**config.mk**
```make
export PLATFORM = sky130hd
export DESIGN_NAME = mine_placer
export DESIGN_NICKNAME = d
export VERILOG_FILES = /design/src/rtl/mine_placer.sv
export SDC_FILE = /design/constraint.sdc
export NUM_CORES = 1
export LEC_CHECK = 0
export BUFFER_PORTS_ARGS = -buffer_cell sky130_fd_sc_hd__buf_2
export CAP_MARGIN = 10
export CORE_MARGIN = 10
export CORE_UTILIZATION = 53
export DETAILED_ROUTE_END_ITERATION = 10
export HOLD_SLACK_MARGIN = 0.02
export PLACE_DENSITY = 0.79
export SETUP_SLACK_MARGIN = 0.15
export SLEW_MARGIN = 20
export SYNTH_ARGS = -nofsm -noshare
export SYNTH_HDL_FRONTEND = slang
export SYNTH_SLANG_ARGS = --single-unit
```
**constraint.sdc**
```tcl
create_clock -name clk -period 5.7 [get_ports clk]
set_input_delay 0.855 -clock clk [delete_from_list [all_inputs] [get_ports clk]]
set_output_delay 0.855 -clock clk [all_outputs]
set_load 0.02 [all_outputs]
```
**src/rtl/mine_placer.sv**
```systemverilog
// Wishbone master: clears the board, then places LFSR-chosen mines, reading each candidate back first.
// One bus transaction outstanding at a time; each master waits indefinitely for its ack.
module mine_placer #(
    parameter int          BOARD_SIZE        = 16,
    parameter int          ADDR_W            = $clog2(BOARD_SIZE * BOARD_SIZE),
    parameter int          DATA_W            = 8,
    parameter logic [15:0] LFSR_DEFAULT_SEED = 16'hACE1
) (
    input  logic              clk,
    input  logic              rst,
    input  logic              start,
    input  logic [ADDR_W-1:0] mine_count,
    input  logic [ADDR_W-1:0] safe_addr,
    input  logic [15:0]       seed,
    output logic              busy,
    output logic              done,
    output logic [ADDR_W-1:0] placed,
    output logic              wr_cyc_o,
    output logic              wr_stb_o,
    output logic              wr_we_o,
    output logic [ADDR_W-1:0] wr_adr_o,
    output logic [DATA_W-1:0] wr_dat_o,
    input  logic              wr_ack_i,
    output logic              rd_cyc_o,
    output logic              rd_stb_o,
    output logic [ADDR_W-1:0] rd_adr_o,
    input  logic [DATA_W-1:0] rd_dat_i,
    input  logic              rd_ack_i
);
    localparam int                N      = BOARD_SIZE * BOARD_SIZE;
    localparam logic [ADDR_W-1:0] LAST   = ADDR_W'(N - 1);
    localparam logic [ADDR_W:0]   N_W    = (ADDR_W + 1)'(N);
    localparam logic [DATA_W-1:0] MINE_W = {{(DATA_W - 1){1'b0}}, 1'b1};

    typedef enum logic [2:0] {S_IDLE, S_CLEAR, S_GEN, S_CHECK, S_PLACE, S_DONE} state_t;

    state_t            state_q, state_d;
    logic [15:0]       lfsr_q, lfsr_d, lfsr_next;
    logic [ADDR_W-1:0] target_q, target_d, safe_q, safe_d, placed_q, placed_d;
    logic [ADDR_W-1:0] wr_adr_q, wr_adr_d, rd_adr_q, rd_adr_d, cand;
    logic [DATA_W-1:0] wr_dat_q, wr_dat_d;
    logic              wr_cyc_q, wr_cyc_d, rd_cyc_q, rd_cyc_d;
    logic              busy_q, busy_d, done_q, done_d;

    always_comb begin
        state_d   = state_q;
        lfsr_d    = lfsr_q;
        target_d  = target_q;
        safe_d    = safe_q;
        placed_d  = placed_q;
        wr_adr_d  = wr_adr_q;
        wr_dat_d  = wr_dat_q;
        wr_cyc_d  = wr_cyc_q;
        rd_adr_d  = rd_adr_q;
        rd_cyc_d  = rd_cyc_q;
        busy_d    = busy_q;
        done_d    = done_q;
        lfsr_next = lfsr_q[0] ? ((lfsr_q >> 1) ^ 16'hB400) : (lfsr_q >> 1);
        cand      = lfsr_q[ADDR_W-1:0];

        case (state_q)
            S_IDLE, S_DONE: begin
                if (start) begin
                    target_d = (mine_count > LAST) ? LAST : mine_count;
                    safe_d   = safe_addr;
                    lfsr_d   = (seed == 16'h0) ? LFSR_DEFAULT_SEED : seed;
                    busy_d   = 1'b1;
                    done_d   = 1'b0;
                    placed_d = '0;
                    wr_cyc_d = 1'b1;
                    wr_adr_d = '0;
                    wr_dat_d = '0;
                    state_d  = S_CLEAR;
                end
            end
            S_CLEAR: begin
                // Bus idles one cycle after each ack before the next address goes out.
                if (wr_cyc_q) begin
                    if (wr_ack_i) begin
                        wr_cyc_d = 1'b0;
                        if (wr_adr_q == LAST) begin
                            if (target_q == '0) begin
                                busy_d  = 1'b0;
                                done_d  = 1'b1;
                                state_d = S_DONE;
                            end else begin
                                state_d = S_GEN;
                            end
                        end
                    end
                end else begin
                    wr_cyc_d = 1'b1;
                    wr_adr_d = wr_adr_q + 1'b1;
                end
            end
            S_GEN: begin
                lfsr_d = lfsr_next;
                if (({1'b0, cand} < N_W) && (cand != safe_q)) begin
                    rd_cyc_d = 1'b1;
                    rd_adr_d = cand;
                    state_d  = S_CHECK;
                end
            end
            S_CHECK: begin
                if (rd_ack_i) begin
                    rd_cyc_d = 1'b0;
                    if (rd_dat_i[0]) begin
                        state_d = S_GEN;
                    end else begin
                        wr_cyc_d = 1'b1;
                        wr_adr_d = rd_adr_q;
                        wr_dat_d = MINE_W;
                        state_d  = S_PLACE;
                    end
                end
            end
            S_PLACE: begin
                if (wr_ack_i) begin
                    wr_cyc_d = 1'b0;
                    placed_d = placed_q + 1'b1;
                    if (placed_d == target_q) begin
                        busy_d  = 1'b0;
                        done_d  = 1'b1;
                        state_d = S_DONE;
                    end else begin
                        state_d = S_GEN;
                    end
                end
            end
            default: state_d = S_IDLE;
        endcase
    end

    always_ff @(posedge clk or posedge rst) begin
        if (rst) begin
            state_q  <= S_IDLE;
            lfsr_q   <= LFSR_DEFAULT_SEED;
            target_q <= '0;
            safe_q   <= '0;
            placed_q <= '0;
            wr_adr_q <= '0;
            wr_dat_q <= '0;
            wr_cyc_q <= 1'b0;
            rd_adr_q <= '0;
            rd_cyc_q <= 1'b0;
            busy_q   <= 1'b0;
            done_q   <= 1'b0;
        end else begin
            state_q  <= state_d;
            lfsr_q   <= lfsr_d;
            target_q <= target_d;
            safe_q   <= safe_d;
            placed_q <= placed_d;
            wr_adr_q <= wr_adr_d;
            wr_dat_q <= wr_dat_d;
            wr_cyc_q <= wr_cyc_d;
            rd_adr_q <= rd_adr_d;
            rd_cyc_q <= rd_cyc_d;
            busy_q   <= busy_d;
            done_q   <= done_d;
        end
    end

    assign busy     = busy_q;
    assign done     = done_q;
    assign placed   = placed_q;
    assign wr_cyc_o = wr_cyc_q;
    assign wr_stb_o = wr_cyc_q;
    assign wr_we_o  = wr_cyc_q;
    assign wr_adr_o = wr_adr_q;
    assign wr_dat_o = wr_dat_q;
    assign rd_cyc_o = rd_cyc_q;
    assign rd_stb_o = rd_cyc_q;
    assign rd_adr_o = rd_adr_q;
endmodule
```
==> impl_metrics.env, run 1 <==
export IMPL_irDropWorstVdd_uv=309
export IMPL_grt_usage=0.163
export IMPL_ant_nets=0
export IMPL_crit_family="simple AND/OR/NAND/NOR gates"
export IMPL_yosysWarnings=0
export IMPL_antenna_cells=0
export IMPL_cts_root_buf="clkbuf_8"
export IMPL_avgSynthCellArea_um2=9.87
export IMPL_critPathMaxFanout=33
export IMPL_cp_end_kind="flop"
export IMPL_ys_async_sr_fraction=1.00
export IMPL_drt_iter0_drc=196
export IMPL_critPathRequiredTime_ps=5980
export IMPL_max_freq_ghz=0.374
export IMPL_multi_input_area_um2=1750
export IMPL_p_int_mw=1.31
export IMPL_seqPwrFrac=0.403
export IMPL_worst_pin_slew_ps=921
export IMPL_nFillCells=540
export IMPL_cts_tree="yes"
export IMPL_die_w_um=102
export IMPL_layout_common_cells="69 x buf_2, 56 x dfrtp_1, 36 x nand2_1"
export IMPL_r2r_start="state_q[1]"
export IMPL_cts_resized=0
export IMPL_switching_share=0.420
export IMPL_ff2ff_path_depth=6
export IMPL_fin_crit_ps=2680
export IMPL_cts_buffers=9
export IMPL_ys_ff_latch=64
export IMPL_min_to="lfsr_q[9]"
export IMPL_path_class="flop to flop"
export IMPL_synth_edf_count=0
export IMPL_yosysSeqAreaShare=0.457
export IMPL_netlist_area_leader_share=0.398
export IMPL_ctsHoldBuffers=0
export IMPL_slew_viol_final=0
export IMPL_min_path_type="flop to flop"
export IMPL_grt_pass1_wl_um=13700
export IMPL_rrSetupSlack_ps=3020
export IMPL_p_sw_mw=0.953
export IMPL_initial_core_util=0.552
export IMPL_finalCritPeriodShare=0.469
export IMPL_drive_above_1_share=0.301
export IMPL_place_congestion=0.861
export IMPL_synthCells=357
export IMPL_clock_tree_buffer_depth=2
export IMPL_tns_ps=0
export IMPL_cts_max_level=3
export IMPL_max_slew_margin_rel=0.386
export IMPL_worstReg2RegEnd="lfsr_q[13]"
export IMPL_antenna_found_initial=0
export IMPL_drc=0
export IMPL_fp_row_count=29
export IMPL_min_delay_start="lfsr_q[9]"
export IMPL_worstSetupStartpointType="flop"
export IMPL_first_global_vias=2882
export IMPL_gr_total_overflow=0
export IMPL_path_buf_inv=1
export IMPL_rsz0062_at_grt="false"
export IMPL_slowest_stage="dfrtp_1"
export IMPL_dieArea_um2=10300
export IMPL_core_region_area_um2=6390
export IMPL_clkSlewWorstSetupHoldPaths_ps=70
export IMPL_synthTopCellsByArea="dfrtp_1 40%, mux2_2 8.0%, dfstp_2 6.0%"
export IMPL_status="complete, no violations"
export IMPL_via_per_inst=5.96
export IMPL_die_h_um=102
export IMPL_portBuffers=69
export IMPL_slowest_delay_ps=940
export IMPL_fin_skew_ps=5.95
export IMPL_synth_cell_types=54
export IMPL_drtPass1Iterations=5
export IMPL_clk_latency_ps=330
export IMPL_maxCapViolations=0
export IMPL_nNetsFinal=464
export IMPL_hpwlAfterDp_um=6300
export IMPL_final_common_cell="buf_2"
export IMPL_critPathArrivalTime_ps=2950
export IMPL_area_growth_pct=14.9
export IMPL_path_cells="nand2b_1 -> nor3_2 -> buf_4 -> nor2_1 -> a22oi_1 -> nand2_1"
export IMPL_powerDensity_nw_per_um2=560
export IMPL_postCtsSetupBuffers=0
export IMPL_synthFlopType="dfrtp_1"
export IMPL_io_pins=84
export IMPL_cts_sinks=64
export IMPL_wirelength_um=8540
export IMPL_seqCellArea_um2=1610
export IMPL_synth_largest_area_cell="dfrtp_1"
export IMPL_wire_per_inst_um=17.1
export IMPL_grt_start_max_net_pins=65
export IMPL_clock_power_share=0.163
export IMPL_power_leakage_nw=1.80
export IMPL_whs_path_depth=2
export IMPL_combPwrFrac=0.434
export IMPL_hold_viol=0
export IMPL_setup_violations=0
export IMPL_syn_cell_area_um2=3520
export IMPL_post_route_util=0.634
export IMPL_num_vias=2975
worst min-delay path, delay by kind of cell, from the launching register on:
kind | cells | cell delay (ps)
flip-flops | 1 | 350
AND/OR/NAND/NOR | 2 | 120
cells by family after synthesis:
family | Yosys count | synth area share
and+or+nand+nor | 105 | 0.153
AOI/OAI and AO/OA | 98 | 0.190
DFF | 64 | 0.457
buffers and inverters | 39 | 0.0540
muxes | 27 | 0.0856
xor gates and xnor gates | 21 | 0.0522
adders and majority gates | 2 | 0.00710
other | 1 | 0.00106
registers in the layout, indices dropped and copies added (netlist names), 3 cells and up:
register  flops
safe_q        8
lfsr_q       16
placed        8
state_q       3
wr_adr_o      8
rd_adr_o      8
target_q      8
cell type report:
type,count,share of cell area
timing repair buffer,72,0.0909
tap,77,0.0238
clock inverter,3,0.0105
clock buffer,13,0.0343
sequential,64,0.398
inverter,10,0.00927
multi-input combinational,260,0.433
power groups by stage:
stage	Clock, mW	Combinational, mW	Sequential [mW]
floorplan	0	0.751	0.896
global placement	0	0.957	0.904
detailed placement	0	0.991	0.918
CTS	0.376	0.994	0.910
global route	0.397	1.09	0.946
finish	0.370	0.984	0.913
worst max path at each step:
stage	slack [ps]	start	cells past startpoint	to
floorplan	3260	rst	1	busy
global placement	3120	state_q[1]	6	lfsr_q[10]
detailed placement	3050	state_q[1]	6	lfsr_q[13]
CTS	3030	state_q[0]	6	lfsr_q[13]
global route	2760	state_q[0]	6	lfsr_q[14]
finish	3020	state_q[1]	6	lfsr_q[13]
metal layers:
layer | vias to the layer above | GRT usage | part of all wire
met5 | - | 0 | 0
met4 | 0 | 0.0504 | 0.0083
li1 | 1414 | - | -
met1 | 1443 | 0.208 | 0.44
met2 | 111 | 0.258 | 0.48
met3 | 7 | 0.0504 | 0.078
through the flow:
| stage | cells | instance area, um^2 | setup slack [ps] | power [mW] | hold slack (ps) |
|---|---|---|---|---|---|
| floorplan | 363 | 3550 | 3260 | 1.65 | 445 |
| global placement | 483 | 3870 | 3120 | 1.86 | 466 |
| detailed placement | 483 | 3870 | 3050 | 1.91 | 475 |
| CTS | 499 | 4050 | 3030 | 2.28 | 492 |
| global route | 499 | 4050 | 2760 | 2.43 | 535 |
| finish | 499 | 4050 | 3020 | 2.27 | 496 |
cell usage after synthesis (2+ instances only):
master / n
xnor2_1: 14
nor2b_1: 3
clkbuf_1: 14
a22oi_1: 12
or3_1: 2
mux2i_1: 2
o211ai_1: 5
mux2_2: 25
o31ai_1: 5
nand2_1: 36
a221oi_1: 2
nand2b_1: 6
nor2_1: 12
nand4_1: 5
a31o_2: 2
a21oi_1: 13
a222oi_1: 3
dfstp_2: 8
nor3b_1: 3
xor2_1: 7
and3_1: 3
o21a_1: 3
dfrtp_1: 56
a31oi_1: 6
a21o_1: 3
nor4_1: 7
buf_2: 5
nor3_1: 10
o21ai_0: 31
and4_1: 2
o41ai_1: 2
inv_1: 9
buf_4: 10
ha_1: 2
nand3_1: 8
a211o_1: 3
No activity file was read; power rests on OpenSTA's default activity.
==> run 2: changes to the inputs <==
Settings changed: ABC_AREA from default to 1, CORE_UTILIZATION 53 to 49, PLACE_DENSITY 0.79 to 0.77.
Clock period 5.7 ns to 2.3 ns, I/O delays scaled along.
==> impl_metrics.env, run 2 <==
export IMPL_hold_viol=0
export IMPL_maxCapViolations=0
export IMPL_path_cells="inv_4 -> nor2_4 -> nand2_2 -> clkinv_2 -> nand3_2 -> nand4_4 -> nand2_1 -> o21ai_1"
export IMPL_cts_tree="yes"
export IMPL_wirelength_um=9020
export IMPL_num_vias=3303
export IMPL_dieArea_um2=11300
export IMPL_grt_start_max_net_pins=41
export IMPL_crit_cells=8
export IMPL_grt_usage=0.167
export IMPL_worstSetupStartpointType="flop"
export IMPL_first_global_vias=3334
export IMPL_gr_total_overflow=0
export IMPL_path_class="flop to flop"
export IMPL_yosysWarnings=0
export IMPL_route_met3_wl_um=632
export IMPL_fin_skew_ps=10.5
export IMPL_rsz0062_at_grt="false"
export IMPL_cts_max_level=3
export IMPL_seqCellArea_um2=1610
export IMPL_worst_pin_slew_ps=557
export IMPL_path_buf_inv=2
export IMPL_highest_layer="met4"
export IMPL_synthFlopType="dfrtp_1"
export IMPL_multi_input_area_um2=1710
export IMPL_ant_nets=0
export IMPL_cts_buffers=9
export IMPL_fin_ws_ps=314
export IMPL_r2r_start="state_q[1]"
export IMPL_hpwlAfterDp_um=6890
export IMPL_largest_reg_flops=16
export IMPL_antenna_cells=0
export IMPL_rrSetupSlack_ps=310
export IMPL_io_pins=84
export IMPL_nFillCells=697
export IMPL_met2_length_um=4210
export IMPL_synth_largest_area_cell="dfrtp_1"
export IMPL_avgSynthCellArea_um2=7.80
export IMPL_synth_edf_count=0
export IMPL_drc=0
export IMPL_setup_violations=0
export IMPL_initial_core_util=0.502
export IMPL_slowest_delay_ps=520
export IMPL_yosysSeqAreaShare=0.442
export IMPL_max_freq_ghz=0.504
export IMPL_die_w_um=106
export IMPL_area_growth_pct=15.1
export IMPL_synthTopCellsByCount="144 x nand2_1, 56 x dfrtp_1, 40 x inv_1"
export IMPL_fp_row_count=31
export IMPL_power_leakage_nw=2.07
export IMPL_critPathMaxFanout=17
export IMPL_layout_common_cells="144 x nand2_1, 69 x buf_2, 56 x dfrtp_1"
export IMPL_slowest_stage="dfrtp_1"
export IMPL_ff2ff_path_depth=8
export IMPL_max_slew_margin_rel=0.628
export IMPL_drtPass1Iterations=4
export IMPL_clk_latency_ps=360
export IMPL_critPathRequiredTime_ps=2540
export IMPL_cts_sinks=64
export IMPL_syn_cell_area_um2=3640
export IMPL_drt_met1_wl_um=4030
export IMPL_synth_cell_types=42
export IMPL_cts_resized=0
export IMPL_portBuffers=69
export IMPL_cp_end_kind="flop"
export IMPL_drive_above_1_share=0.234
export IMPL_core_region_area_um2=7250
export IMPL_cts_root_buf="clkbuf_8"
export IMPL_status="complete, no violations"
export IMPL_grt_pass1_wl_um=15600
export IMPL_wire_per_inst_um=14.1
export IMPL_netlist_area_leader_share=0.385
export IMPL_synthTopCellsByArea="dfrtp_1 38%, nand2_1 15%, dfstp_2 5.8%"
export IMPL_powerDensity_nw_per_um2=1360
export IMPL_final_common_cell="nand2_1"
export IMPL_drt_iter0_drc=160
export IMPL_clkSlewWorstSetupHoldPaths_ps=80
export IMPL_via_per_inst=5.15
export IMPL_min_path_type="input pin to async pin"
export IMPL_tns_ps=0
export IMPL_antenna_found_initial=0
export IMPL_yosysMostFrequentCell="nand2_1"
export IMPL_nNetsFinal=584
export IMPL_top_register="lfsr_q"
export IMPL_critPathArrivalTime_ps=2230
export IMPL_finalCritPeriodShare=0.864
export IMPL_irDropWorstVdd_uv=601
export IMPL_ys_ff_latch=64
export IMPL_total_power_mw=5.70
export IMPL_ys_async_sr_fraction=1.00
export IMPL_postCtsSetupBuffers=0
export IMPL_fin_crit_ps=1990
export IMPL_crit_family="simple AND/OR/NAND/NOR gates"
export IMPL_dp_slack_ps=353
export IMPL_worstReg2RegEnd="rd_adr_o[7]"
export IMPL_clock_tree_buffer_depth=2
export IMPL_place_congestion=0.904
export IMPL_slew_viol_final=0
export IMPL_ctsHoldBuffers=0
export IMPL_die_h_um=106
export IMPL_synthCells=467
-- run 2: cell count changes after synthesis, sizes merged, moves of 9 or more --
cell / change
inv: +40
nand3: +28
clkbuf: -12
a22oi: -9
mux2: -25
nor2: +32
nand2: +115
-- run 2: worst reg2reg max path, cell delays in order, from the launching register on --
cell and delay, ps:
dfrtp_1 520, inv_4 150, nor2_4 50, nand2_2 270, clkinv_2 280, nand3_2 190, nand4_4 220, nand2_1 130
o21ai_1 70
-- run 2: logic make-up (layout without fill, tap and decap cells) --
logic type,after synthesis,in the layout,synth area share
and+or+nand+nor,243,243,0.300
AOI/OAI and AO/OA,72,72,0.117
buffers and inverters,69,138,0.0941
DFF,64,64,0.442
xor gates and xnor gates,16,16,0.0385
adders and majority gates,2,2,0.00687
other,1,7,0.00103
-- run 2: cell type report --
| type | count | share of cell area |
|---|---|---|
| Clock buffer | 10 | 0.0328 |
| Clock inverter | 6 | 0.00836 |
| Inverter | 50 | 0.0457 |
| Multi-Input combinational cell | 340 | 0.409 |
| Sequential cell | 64 | 0.384 |
| Tap cell | 99 | 0.0295 |
| Timing Repair Buffer | 72 | 0.0907 |
-- run 2: through the flow --
| stage | cell area [um^2] | util | hold slack, ps | instances |
|---|---|---|---|---|
| finish | 4190 | 0.578 | 31.8 | 641 |
| global route | 4190 | 0.578 | 69.7 | 641 |
| CTS | 4190 | 0.578 | 41.1 | 641 |
| detailed placement | 4020 | 0.554 | 418 | 625 |
| global placement | 4020 | 0.554 | 413 | 625 |
| floorplan | 3660 | - | 462 | 473 |
-- run 2: where the power goes --
part	internal, mW	total (mW)	switching (mW)
Combinational	0.970	2.75	1.78
Sequential	1.65	2.09	0.439
Clock	0.412	0.866	0.454
-- run 2: worst max path at each step --
stage,startpoint,end,slack (ps)
after floorplan,rst,busy,370
after global placement,state_q[1],rd_adr_o[2],430
after detailed placement,state_q[1],rd_adr_o[7],350
after CTS,state_q[1],rd_adr_o[3],340
after global routing,state_q[1],rd_adr_o[7],160
final,state_q[1],rd_adr_o[7],310
-- run 2: metal layers --
layer	vias to the layer above	GRT usage
met5	-	0
met4	0	0.0658
met3	12	0.0405
met2	114	0.265
met1	1536	0.213
li1	1641	-
